<file path="src/rtl/dma_reg_pkg.sv">
// rtl/dma_reg_pkg.sv - register offsets, bit positions and engine state for the DMA register responder
package dma_reg_pkg;

   // Register byte offsets within the decoded 8-bit window
   localparam logic [7:0] OFF_CTRL     = 8'h00;
   localparam logic [7:0] OFF_STATUS   = 8'h04;
   localparam logic [7:0] OFF_SRC_ADDR = 8'h08;
   localparam logic [7:0] OFF_DST_ADDR = 8'h0C;
   localparam logic [7:0] OFF_XFER_LEN = 8'h10;
   localparam logic [7:0] OFF_REMAIN   = 8'h14;
   localparam logic [7:0] OFF_INTR     = 8'h18;
   localparam logic [7:0] OFF_ID       = 8'h1C;

   // CTRL bit positions
   localparam int CTRL_START_BIT  = 0;
   localparam int CTRL_IRQ_EN_BIT = 1;
   localparam int CTRL_ABORT_BIT  = 2;

   // STATUS bit positions
   localparam int STAT_BUSY_BIT    = 0;
   localparam int STAT_DONE_BIT    = 1;
   localparam int STAT_ABORTED_BIT = 2;

   // INTR_STATUS bit position
   localparam int INTR_DONE_BIT = 0;

   localparam logic [31:0] ID_VALUE_DEFAULT = 32'hD3A0_0001;

   typedef enum logic {
      ST_IDLE = 1'b0,
      ST_BUSY = 1'b1
   } xfer_state_t;

endpackage

</file>
<file path="src/rtl/dma_xfer_counter.sv">
// rtl/dma_xfer_counter.sv - transfer engine: IDLE/BUSY FSM, beat counter and remaining-count
module dma_xfer_counter
   import dma_reg_pkg::*;
#(
   parameter int BEAT_CYCLES = 1
) (
   input  logic        clk,
   input  logic        i_rst,
   input  logic        i_start,
   input  logic        i_abort,
   input  logic [15:0] i_len,
   output logic        o_busy,
   output logic        o_done,
   output logic        o_aborted,
   output logic        o_done_pulse,
   output logic [15:0] o_remain
);

   localparam int BW = (BEAT_CYCLES > 1) ? $clog2(BEAT_CYCLES) : 1;
   localparam logic [BW-1:0] BEAT_LAST = BW'(BEAT_CYCLES - 1);

   xfer_state_t   r_state;
   logic [BW-1:0] r_beat;
   logic [15:0]   r_remain;
   logic          r_done;
   logic          r_aborted;

   logic w_beat_wrap;
   logic w_last_beat;
   logic w_zero_start;

   assign w_beat_wrap  = (r_beat == BEAT_LAST);
   // Abort takes priority over a completing beat, so no done in that cycle
   assign w_last_beat  = (r_state == ST_BUSY) && !i_abort && w_beat_wrap && (r_remain == 16'd1);
   assign w_zero_start = (r_state == ST_IDLE) && i_start && (i_len == 16'd0);

   assign o_busy       = (r_state == ST_BUSY);
   assign o_done       = r_done;
   assign o_aborted    = r_aborted;
   assign o_remain     = r_remain;
   // Lets the register bank set INTR_STATUS on the same edge that STATUS.DONE is set
   assign o_done_pulse = w_last_beat || w_zero_start;

   // Engine FSM: load on start, count beats while busy, finish or abort back to idle
   always_ff @(posedge clk) begin
      if (i_rst) begin
         r_state   <= ST_IDLE;
         r_beat    <= '0;
         r_remain  <= '0;
         r_done    <= 1'b0;
         r_aborted <= 1'b0;
      end else begin
         case (r_state)
            ST_IDLE: begin
               if (i_start) begin
                  if (i_len != 16'd0) begin
                     r_remain  <= i_len;
                     r_beat    <= '0;
                     r_done    <= 1'b0;
                     r_aborted <= 1'b0;
                     r_state   <= ST_BUSY;
                  end else begin
                     r_done <= 1'b1;
                  end
               end
            end
            ST_BUSY: begin
               if (i_abort) begin
                  r_state   <= ST_IDLE;
                  r_aborted <= 1'b1;
                  r_beat    <= '0;
               end else if (w_beat_wrap) begin
                  r_beat   <= '0;
                  r_remain <= r_remain - 16'd1;
                  if (r_remain == 16'd1) begin
                     r_state <= ST_IDLE;
                     r_done  <= 1'b1;
                  end
               end else begin
                  r_beat <= r_beat + BW'(1);
               end
            end
            default: r_state <= ST_IDLE;
         endcase
      end
   end

endmodule

</file>
<file path="src/rtl/dma_reg_responder.sv">
// rtl/dma_reg_responder.sv - DMA register bank target: decode, registers, read mux and engine hookup
module dma_reg_responder
   import dma_reg_pkg::*;
#(
   parameter int                DATA_W      = 32,
   parameter int                ADDR_W      = 32,
   parameter int                BEAT_CYCLES = 1,
   parameter logic [DATA_W-1:0] ID_VALUE    = DATA_W'(ID_VALUE_DEFAULT)
) (
   input  logic              clk,
   input  logic              rst_n,
   input  logic              wr_en,
   input  logic              rd_en,
   input  logic [ADDR_W-1:0] addr,
   input  logic [DATA_W-1:0] wdata,
   output logic [DATA_W-1:0] rdata,
   output logic              irq,
   output logic              busy
);

   logic [DATA_W-1:0] r_src;
   logic [DATA_W-1:0] r_dst;
   logic [15:0]       r_len;
   logic              r_irq_en;
   logic              r_intr;
   logic [DATA_W-1:0] r_rdata;

   logic [7:0]        w_off;
   logic              w_hit;
   logic              w_ctrl_wr;
   logic              w_start;
   logic              w_abort;
   logic              w_intr_w1c;
   logic              w_busy;
   logic              w_done;
   logic              w_aborted;
   logic              w_done_pulse;
   logic [15:0]       w_remain;
   logic [DATA_W-1:0] w_rd_val;

   // Only the low byte is decoded; any upper address bit or a misaligned offset is unmapped
   assign w_off = addr[7:0];
   assign w_hit = ((addr >> 8) == '0) && (w_off[1:0] == 2'b00) && (w_off <= OFF_ID);

   assign w_ctrl_wr  = wr_en && w_hit && (w_off == OFF_CTRL);
   // ABORT wins over START when both are written together
   assign w_start    = w_ctrl_wr && wdata[CTRL_START_BIT] && !wdata[CTRL_ABORT_BIT];
   assign w_abort    = w_ctrl_wr && wdata[CTRL_ABORT_BIT];
   assign w_intr_w1c = wr_en && w_hit && (w_off == OFF_INTR) && wdata[INTR_DONE_BIT];

   dma_xfer_counter #(
      .BEAT_CYCLES (BEAT_CYCLES)
   ) u_xfer_counter (
      .clk          (clk),
      .i_rst        (rst_n),
      .i_start      (w_start),
      .i_abort      (w_abort),
      .i_len        (r_len),
      .o_busy       (w_busy),
      .o_done       (w_done),
      .o_aborted    (w_aborted),
      .o_done_pulse (w_done_pulse),
      .o_remain     (w_remain)
   );

   // Software-visible registers; address/length are frozen while a transfer runs
   always_ff @(posedge clk) begin
      if (rst_n) begin
         r_src    <= '0;
         r_dst    <= '0;
         r_len    <= '0;
         r_irq_en <= 1'b0;
         r_intr   <= 1'b0;
      end else begin
         if (wr_en && w_hit) begin
            case (w_off)
               OFF_CTRL:     r_irq_en <= wdata[CTRL_IRQ_EN_BIT];
               OFF_SRC_ADDR: if (!w_busy) r_src <= wdata;
               OFF_DST_ADDR: if (!w_busy) r_dst <= wdata;
               OFF_XFER_LEN: if (!w_busy) r_len <= wdata[15:0];
               default: ;
            endcase
         end
         // A hardware set in the same cycle as a W1C leaves the bit set
         r_intr <= (r_intr && !w_intr_w1c) || w_done_pulse;
      end
   end

   // Read mux over current register contents (pre-write values on a same-cycle write)
   always_comb begin
      w_rd_val = '0;
      if (w_hit) begin
         case (w_off)
            OFF_CTRL:     w_rd_val[CTRL_IRQ_EN_BIT] = r_irq_en;
            OFF_STATUS: begin
               w_rd_val[STAT_BUSY_BIT]    = w_busy;
               w_rd_val[STAT_DONE_BIT]    = w_done;
               w_rd_val[STAT_ABORTED_BIT] = w_aborted;
            end
            OFF_SRC_ADDR: w_rd_val = r_src;
            OFF_DST_ADDR: w_rd_val = r_dst;
            OFF_XFER_LEN: w_rd_val = {{(DATA_W-16){1'b0}}, r_len};
            OFF_REMAIN:   w_rd_val = {{(DATA_W-16){1'b0}}, w_remain};
            OFF_INTR:     w_rd_val[INTR_DONE_BIT] = r_intr;
            OFF_ID:       w_rd_val = ID_VALUE;
            default:      w_rd_val = '0;
         endcase
      end
   end

   // Read data register: captured on a read strobe, held otherwise
   always_ff @(posedge clk) begin
      if (rst_n) begin
         r_rdata <= '0;
      end else if (rd_en) begin
         r_rdata <= w_rd_val;
      end
   end

   assign rdata = r_rdata;
   assign irq   = r_intr && r_irq_en;
   assign busy  = w_busy;

endmodule

</file>
<file path="config.mk">
export PLATFORM = sky130hd
export DESIGN_NAME = dma_reg_responder
export DESIGN_NICKNAME = d
export VERILOG_FILES = /design/src/rtl/dma_reg_pkg.sv /design/src/rtl/dma_xfer_counter.sv /design/src/rtl/dma_reg_responder.sv
export SDC_FILE = /design/constraint.sdc
export NUM_CORES = 1
export LEC_CHECK = 0
export BUFFER_PORTS_ARGS = -buffer_cell sky130_fd_sc_hd__buf_2
export CAP_MARGIN = 30
export CORE_MARGIN = 3
export CORE_UTILIZATION = 51
export CTS_CLUSTER_DIAMETER = 120
export CTS_CLUSTER_SIZE = 40
export DETAILED_ROUTE_END_ITERATION = 16
export PLACE_DENSITY = 0.86
export SLEW_MARGIN = 20
export SYNTH_ARGS = -nofsm -noshare
export SYNTH_HDL_FRONTEND = slang
export SYNTH_HIERARCHICAL = 1
export SYNTH_SLANG_ARGS = --single-unit
</file>
<file path="constraint.sdc">
create_clock -name clk -period 3.5 [get_ports clk]
set_input_delay 0.7 -clock clk [delete_from_list [all_inputs] [get_ports clk]]
set_output_delay 0.7 -clock clk [all_outputs]
set_load 0.005 [all_outputs]
</file>
# Word-level counts from Yosys, hierarchy flattened
# Cells that the tools add are included.
# Widths: inputs -> output; s select.
# totals
register_bits	134
out_inout_bits	34
elab_cells	93
# classes
eq_ne	14
bitwise_logic	2
magnitude_cmp	1
add_sub_neg	2
muxes	29
reduce_logical	34
# op_table
cell	count
$pmux 29 s5	1
$mux 16	4
$eq 8x5->1 const B	4
$logic_not 32->1	1
$mux 32	1
$pmux 16 s2	1
$eq 16x1->1 const B	1
$eq 8x4->1 const B	2
$logic_and 1x1->1	16
$logic_not 16->1	1
$reduce_bool 16->1	1
$sub 16x1->16 const B	1
$mux 1	15
$reduce_and 3->1	4
$eq 8x3->1 const B	1
$le 8x5->1 const B	1
$logic_not 8->1	1
$ne 2x2->1 const B	4
$pmux 1 s2	4
$reduce_and 4->1	2
$pmux 1 s7	1
$pmux 1 s6	1
$pmux 1 s5	1
$ne 2x1->1 const B	2
6 further kinds	11

# Longest topological paths before layout
# Gate-level depths: netlist (run 1).
# depth
depth_word	12
mapped_depth	11

# Hierarchy
# The synthesis (run 1) kept the hierarchy.
# by_module_without_submodules
module	cells_per_inst	n_inst	seq_area_each_um2	area_each_um2
dma_reg_responder	613	1	2282.2	4863.4
dma_xfer_counter	155	1	380.4	1237.4

# Worst setup path before layout (run 1)
# Ideal clock, no wire load.
# synth_timing
kind	in2reg
startpoint	in addr[13]
endpoint	reg u_xfer_counter.r_remain[0], in the netlist u_xfer_counter/o_remain[0]
path_stages	11
t_required_ps	3405
n_path_buf	2
setup_slack_ps	64
setup_time_ps	95
arrival_time_ps	3341
cell_sequence	or4_1 > or2_0 > buf_2 > nor4_1 > and3b_1 > nand2b_1 > a41oi_1 > or2_0 > buf_2 > o21ai_0 > a221oi_1
# synth_between
elab_chain_len	9
# synth_lines
element	line	rtl
from (decl)	dma_reg_responder.sv:14	input logic [ADDR_W-1:0] addr,
$logic_not 32->1	dma_reg_responder.sv:43	assign w_hit = ((addr >> 8) == '0) && (w_off[1:0] == 2'b00) && (w_off <= OFF_ID);
$logic_and 1x1->1 (2 in series)	dma_reg_responder.sv:43	
$logic_and 1x1->1 (2 in series)	dma_reg_responder.sv:45	assign w_ctrl_wr = wr_en && w_hit && (w_off == OFF_CTRL);
$logic_and 1x1->1 (2 in series)	dma_reg_responder.sv:47	assign w_start = w_ctrl_wr && wdata[CTRL_START_BIT] && !wdata[CTRL_ABORT_BIT];
named net w_start	dma_reg_responder.sv:31	logic w_start;
$ne 2x1->1 (no source line)	--	
$reduce_and 4->1 (no source line)	--	
to (signal assigned)	dma_xfer_counter.sv:57	r_remain <= i_len;
to (signal assigned)	dma_xfer_counter.sv:74	r_remain <= r_remain - 16'd1;
to (decl)	dma_xfer_counter.sv:24	logic [15:0] r_remain;
# The timed path passes the listed nets, and every way through them passes these cells.
# A chain may end at the register's enable or synchronous reset.

# Worst setup path in the final report (run 1)
# layout_timing
startpoint	in addr[1]
endpoint	reg u_xfer_counter.r_remain[0], in the netlist u_xfer_counter/o_remain[0]
# layout_between
elab_chain_len	9
# layout_lines
element	line
branches (longest 4 deep; another with $le 8x5->1)	--
$logic_and 1x1->1 *	dma_reg_responder.sv:45
$logic_and 1x1->1 * (2 in series)	dma_reg_responder.sv:47
named net w_start	dma_reg_responder.sv:31
$ne 2x1->1 (no source line) *	--
$reduce_and 4->1 (no source line) *	--
# Mark *: on every way through the listed nets, which the timed path passes.

==> results of run 1 <==
[worst max-delay path: stages]
cell	delay (ns)
buf_2	0.15
or4_1	0.50
or3_1	0.36
nor4_1	0.32
and3b_1	0.25
nand2b_1	0.08
a41oi_1	0.29
or2_0	0.35
o21ai_0	0.16
a221oi_1	0.30
[kinds of logic (layout without fill, tap and decap cells)]
group / Yosys count / count (layout)
multiplexers: 11 / 11
XOR/XNOR: 2 / 2
adder cells (fa/ha/maj): 2 / 2
AND/OR/NAND/NOR: 339 / 339
flip-flops: 133 / 133
AO/OA/AOI/OAI: 216 / 216
buffers and inverters: 65 / 169
[flip-flops by register name, summed over array words and instances (netlist names)]
name,count
r_len,16
r_intr,1
u_xfer_counter/o_remain,16
u_xfer_counter/o_busy,1
u_xfer_counter/o_aborted,1
u_xfer_counter/o_done,1
r_src,32
r_dst,32
rdata,32
r_irq_en,1
[power groups by stage]
stage	Combinational [W]	Sequential (W)	Clock, W
floorplan	0.0000489	0.00155	0
global placement	0.000119	0.00155	0
detailed placement	0.000121	0.00155	0
CTS	0.000121	0.00151	0.00190
global route	0.000133	0.00151	0.00196
finish	0.000124	0.00151	0.00189
[area by class of cell]
| class | count | area [um2] | area share, % |
|---|---|---|---|
| multi-input combinational | 570 | 3180 | 42.7 |
| sequential | 133 | 2660 | 35.8 |
| timing repair buffer | 131 | 771 | 10.4 |
| clock buffer | 18 | 429 | 5.77 |
| clock inverter | 14 | 200 | 2.69 |
| tap | 143 | 179 | 2.40 |
| inverter | 6 | 22.5 | 0.303 |
[layer usage]
metal / wire (um) / vias up / global-route usage (%)
li1: - / 2896 / -
met1: 7490 / 2927 / 37.4
met2: 8560 / 379 / 42.7
met3: 2010 / 47 / 8.00
met4: 397 / 0 / 8.14
met5: 0 / - / 0
[worst paths after layout]
kind,from,endpoint,cells after the start,slack [ns]
min reg2reg,rdata[8],rdata[8],2,0.44
max,addr[1],u_xfer_counter/o_remain[0],10,0.35
max reg2reg,u_xfer_counter/o_busy,r_dst[8],6,0.98
min,rdata[8],rdata[8],2,0.44
[cells in the final DEF, fill, tap and decap left out, types with 3 or more instances in the layout]
master	instances
nand2_1	185
dfxtp_1	133
a21oi_1	123
buf_2	100
nor2_1	42
buf_4	28
nor2b_1	23
a22o_1	19
o21ai_0	17
clkbuf_16	17
nor3_1	15
nor4_1	12
a221o_1	12
mux2i_1	9
a222oi_1	8
o21ai_1	8
and3_1	7
nand2b_1	7
inv_1	6
or3_1	5
nand3_1	5
clkinv_4	5
or4_4	4
and2_1	4
nor4_2	4
a221oi_1	4
o31ai_1	4
a211o_1	4
bufinv_16	4
nand4_1	3
or4_1	3
or4b_2	3
nand3b_1	3
inv_6	3
buf_12	3
a211oi_1	3
o32ai_1	3
[through the flow]
stage	power, W	instance area [um2]	instances	hold slack, ns	setup slack [ns]
floorplan	0.00160	6100	768	0.428	0.0639
global placement	0.00167	6810	983	0.435	0.110
detailed placement	0.00167	6810	983	0.439	0.0464
CTS	0.00353	7440	1015	0.447	0.415
global route	0.00361	7440	1015	0.472	0.265
finish	0.00353	7440	1015	0.445	0.351
==> impl_metrics.tcl, run 1 <==
set metrics [dict create \
    power_leakage_nw 2.77 \
    syn_to_final_growth_pct 22.0 \
    cp_max_fo 7 \
    final_max_slew_viol_count 0 \
    grt.total_usage_pct 27.6 \
    die_w_um 115 \
    fmax_ghz 0.318 \
    synth_area_leader_cell "dfxtp_1" \
    timing_hold_violations_final 0 \
    synth_ff_type "dfxtp_1" \
    synthSimpleGateAreaFrac_pct 27.0 \
    ctsHoldBuffers 0 \
    via_count 6249 \
    layout-drive-gt1-share_pct 21.4 \
    synth-seq-cells 133 \
    synth_top_area_share_pct 43.6 \
    yosys_warnings 6 \
    pwr_density_cell_nw_per_um2 474 \
    overflow 0 \
    seq_power_share_pct 42.9 \
    end_kind "flip-flop" \
    internal_power_w 0.00276 \
    rsz0062_at_grt "false" \
    relSlewSlack_pct 47.3 \
    first_pass_iters 8 \
    synth-compound-area-share_pct 22.3 \
    peakVddDrop_v 0.000304 \
    synthArstFlopShare_pct 0 \
    clk_pin_slew_ns 0.06 \
    antenna_found_initial 0 \
    avgSynthCellArea_um2 7.94 \
    grt_pass1_wl_um 29000 \
    synth-edff-count 0 \
    cp-start-kind "input pin" \
    power_frac_comb_pct 3.5 \
    post_drt_wl_per_cell_um 18.2 \
    post_cts_resized 0 \
    n_antenna_cell 0 \
    clock_sinks 133 \
    cap_violations 0 \
    yosysMostFrequentCell "nand2_1" \
    grt_max_degree 77 \
    clock_path_buffers 2 \
    synthMuxAreaShare_pct 1.85 \
    htreeDepth 4 \
    finalSetupViolations 0 \
    die_h_um 115 \
    dp_hpwl_um 12400 \
    synth_top_family_by_area "simple AND/OR/NAND/NOR gates" \
    path_class "input pin to flip-flop" \
    wirelength_um 18500 \
    port_buffers 101 \
    outcome "complete, no violations" \
    pwr-share-clk_pct 53.6 \
    final_min_period_over_clock_period_pct 90.0 \
    switching_power_w 0.000770 \
    synth_xor_area_share_pct 0.287 \
    cts_tree "done" \
    synthAdderAreaFrac_pct 0.410 \
    layout.nets 929 \
    fin_crit_ns 3.15 \
    swShare_pct 21.8 \
    fin_util_pct 64.4 \
    fill_cells 974 \
    drtIter0Drc 972 \
    grt_pass1_vias 5632 \
    gp_congestion 0.972 \
    root_buffer "clkbuf_16" \
    synth_cells 768 \
    setup_tns_ns 0 \
    die_area_um2 13300 \
    worstPathRequired_ns 3.82 \
    coreArea_um2 11600 \
    numCtsBuffers 17 \
    synthTopCellsByArea "dfxtp_1 (44%), nand2_1 (11%), a21oi_1 (10%), a22o_1 (2.7%), nor2_1 (2.6%)" \
    syn-cell-area_um2 6100 \
    final_antenna_net_count 0 \
    synthesis.nets 838 \
    hp-class "flip-flop to flip-flop" \
    initial_core_util_pct 52.8 \
    clk_latency_ns 0.41 \
    vias_per_cell 6.16 \
    drc 0 \
    rows 39 \
    ys_seq_area_share_pct 43.6 \
    tightest_slew_ns 0.786 \
    worstPathArrival_ns 3.47 \
    post-cts-setup-buffer-count 0 \
    synth_commonest_cells "nand2_1 (185), dfxtp_1 (133), a21oi_1 (123), nor2_1 (42), clkbuf_1 (40)" \
    yosysUniqueCellTypes 60 \
    finClkSkew_ns 0.00575 \
    io_pins 102 \
]
Note: power is estimated with default switching activity, not from simulation.
==> inputs of run 2 (changes only) <==
--- a/config.mk
+++ b/config.mk
@@ -7,12 +7,13 @@
 export LEC_CHECK = 0
 export BUFFER_PORTS_ARGS = -buffer_cell sky130_fd_sc_hd__buf_2
 export CAP_MARGIN = 30
-export CORE_MARGIN = 3
-export CORE_UTILIZATION = 51
+export CORE_MARGIN = 10
+export CORE_UTILIZATION = 43
 export CTS_CLUSTER_DIAMETER = 120
 export CTS_CLUSTER_SIZE = 40
 export DETAILED_ROUTE_END_ITERATION = 16
-export PLACE_DENSITY = 0.86
+export PLACE_DENSITY = 0.76
+export REMOVE_ABC_BUFFERS = 1
 export SLEW_MARGIN = 20
 export SYNTH_ARGS = -nofsm -noshare
 export SYNTH_HDL_FRONTEND = slang
==> run 2 against run 1 <==
Compared with the run above:
- combinational power rose by 5%
- first-iteration DRC count down 31%
- sequential power is essentially flat
- non-clock buffer count grew 7
- die area grew 45%
- clock power decreased by 11%
- cell count rose by 4.2%
- critical path type unchanged
- largest power group unchanged
==> impl_metrics.tcl, run 2 (synthesized netlist as in run 1, its figures left out) <==
set metrics [dict create \
    outcome "complete, no violations" \
    port_buffers 101 \
    finClkSkew_ns 0.00891 \
    power_w 0.00332 \
    end_kind "flip-flop" \
    path_cells "buf_2, or4_1, or2_0, nor4_1, buf_4, and3b_1, nand2b_1, a41oi_1, or2_0, o21ai_0, a221oi_1" \
    layout-drive-gt1-share_pct 22.1 \
    grt_pass1_wl_um 29900 \
    final_common_cell "nand2_1" \
    initial_core_util_pct 44.0 \
    mostFrequentLayoutCells "nand2_1 (185), dfxtp_1 (133), a21oi_1 (123), buf_2 (100), nor2_1 (42)" \
    root_buffer "clkbuf_16" \
    finalSetupViolations 0 \
    relSlewSlack_pct 58.0 \
    peakVddDrop_v 0.000300 \
    layout.nets 936 \
    drc 0 \
    vias_per_cell 5.69 \
    die_w_um 139 \
    ctsHoldBuffers 0 \
    antenna_found_initial 1 \
    first_pass_iters 5 \
    die_h_um 139 \
    cts_tree "done" \
    path_class "input pin to flip-flop" \
    stdcell_count 1058 \
    cap_violations 0 \
    fin_util_pct 53.7 \
    cp_max_fo 5 \
    fin_ws_ns 0.446 \
    timing_hold_violations_final 0 \
    drtIter0Drc 675 \
    worstPathRequired_ns 3.82 \
    worstPathArrival_ns 3.37 \
    power_leakage_nw 2.75 \
    wirelength_um 18600 \
    clock_path_buffers 2 \
    coreArea_um2 13900 \
    io_pins 102 \
    dp_hpwl_um 12600 \
    clock_sinks 133 \
    gp_congestion 0.965 \
    post_drt_wl_per_cell_um 17.6 \
    numCtsBuffers 17 \
    fmax_ghz 0.327 \
    overflow 0 \
    grt_max_degree 45 \
    max_stage_delay_ns 0.56 \
    grt.total_usage_pct 18.5 \
    syn_to_final_growth_pct 22.3 \
    rows 43 \
    fin_crit_ns 3.05 \
    via_count 6017 \
    tightest_slew_ns 0.624 \
    post-cts-setup-buffer-count 0 \
    htreeDepth 4 \
    die_area_um2 19400 \
    rsz0062_at_grt "false" \
    place_ws_ns 0.113 \
    clk_latency_ns 0.41 \
    final_min_period_over_clock_period_pct 87.2 \
    final_antenna_net_count 0 \
    final_max_slew_viol_count 0 \
    grt_pass1_vias 5764 \
    pwr_density_cell_nw_per_um2 445 \
    timing.critical_path.mode_cell "or2_0" \
    dpl.cell_count 1027 \
    hp-class "flip-flop to flip-flop" \
    n_antenna_cell 0 \
    post_cts_resized 0 \
    cp-start-kind "input pin" \
    fill_cells 1288 \
    clk_pin_slew_ns 0.06 \
    crit_slowest_cell "or4_1" \
]
[run 2: changes by cell type in the layout (fill, tap and decap cells not counted)]
cell        before  now
buf_4           28   37
clkinvlp_4       0    5
bufinv_16        4    1
buf_12           3    1
clkinv_4         5    3
clkbuf_1         1    0
clkbuf_8         0    1
clkinv_2         2    1
nor4bb_2         1    0
nor4bb_4         0    1
[run 2: per-stage QoR]
stage,hold slack (ns),setup TNS [ns],instance area [um2]
2_1_floorplan,0.422,-10.19,5850
3_3_place_gp,0.435,0,6900
3_5_place_dp,0.438,0,6900
4_1_cts,0.450,0,7460
5_1_grt,0.469,0,7460
6_report,0.445,0,7460
[run 2: metal layers]
| metal | vias up | global-route usage [%] | wire, um |
|---|---|---|---|
| met2 | 227 | 29.4 | 8660 |
| met3 | 23 | 5.72 | 1640 |
| met5 | - | 0 | 7 |
| li1 | 2919 | - | - |
| met1 | 2846 | 23.2 | 7990 |
| met4 | 2 | 6.26 | 296 |
[run 2: cell type report]
cell class	instances	area, um2	area share [%]
Clock buffer	18	439	5.89
Clock inverter	13	125	1.68
Inverter	6	22.5	0.302
Multi-Input combinational cell	570	3190	42.7
Sequential cell	133	2660	35.7
Tap cell	180	225	3.02
Timing Repair Buffer	138	798	10.7
[run 2: worst max-delay path: cells and delay by family]
family | cells | cell delay, ns
simple gates | 6 | 1.63
compound gates | 3 | 0.76
buf+inv | 2 | 0.27
[run 2: final timing paths]
check / startpoint / end / slack (ns) / cells past startpoint
hold / removal: rdata[7] / rdata[7] / 0.45 / 2
hold reg to reg: rdata[7] / rdata[7] / 0.45 / 2
setup reg to reg: u_xfer_counter/o_remain[8] / r_intr / 1.14 / 9
setup / recovery: addr[13] / u_xfer_counter/o_remain[0] / 0.45 / 11
[run 2: where the power goes]
group                switching [W]  total (W)  internal (W)
combinational            0.0000817   0.000130     0.0000479
clock                     0.000680    0.00168      0.000998
sequential     0.00000000000000643    0.00151       0.00151
total                     0.000761    0.00332       0.00256
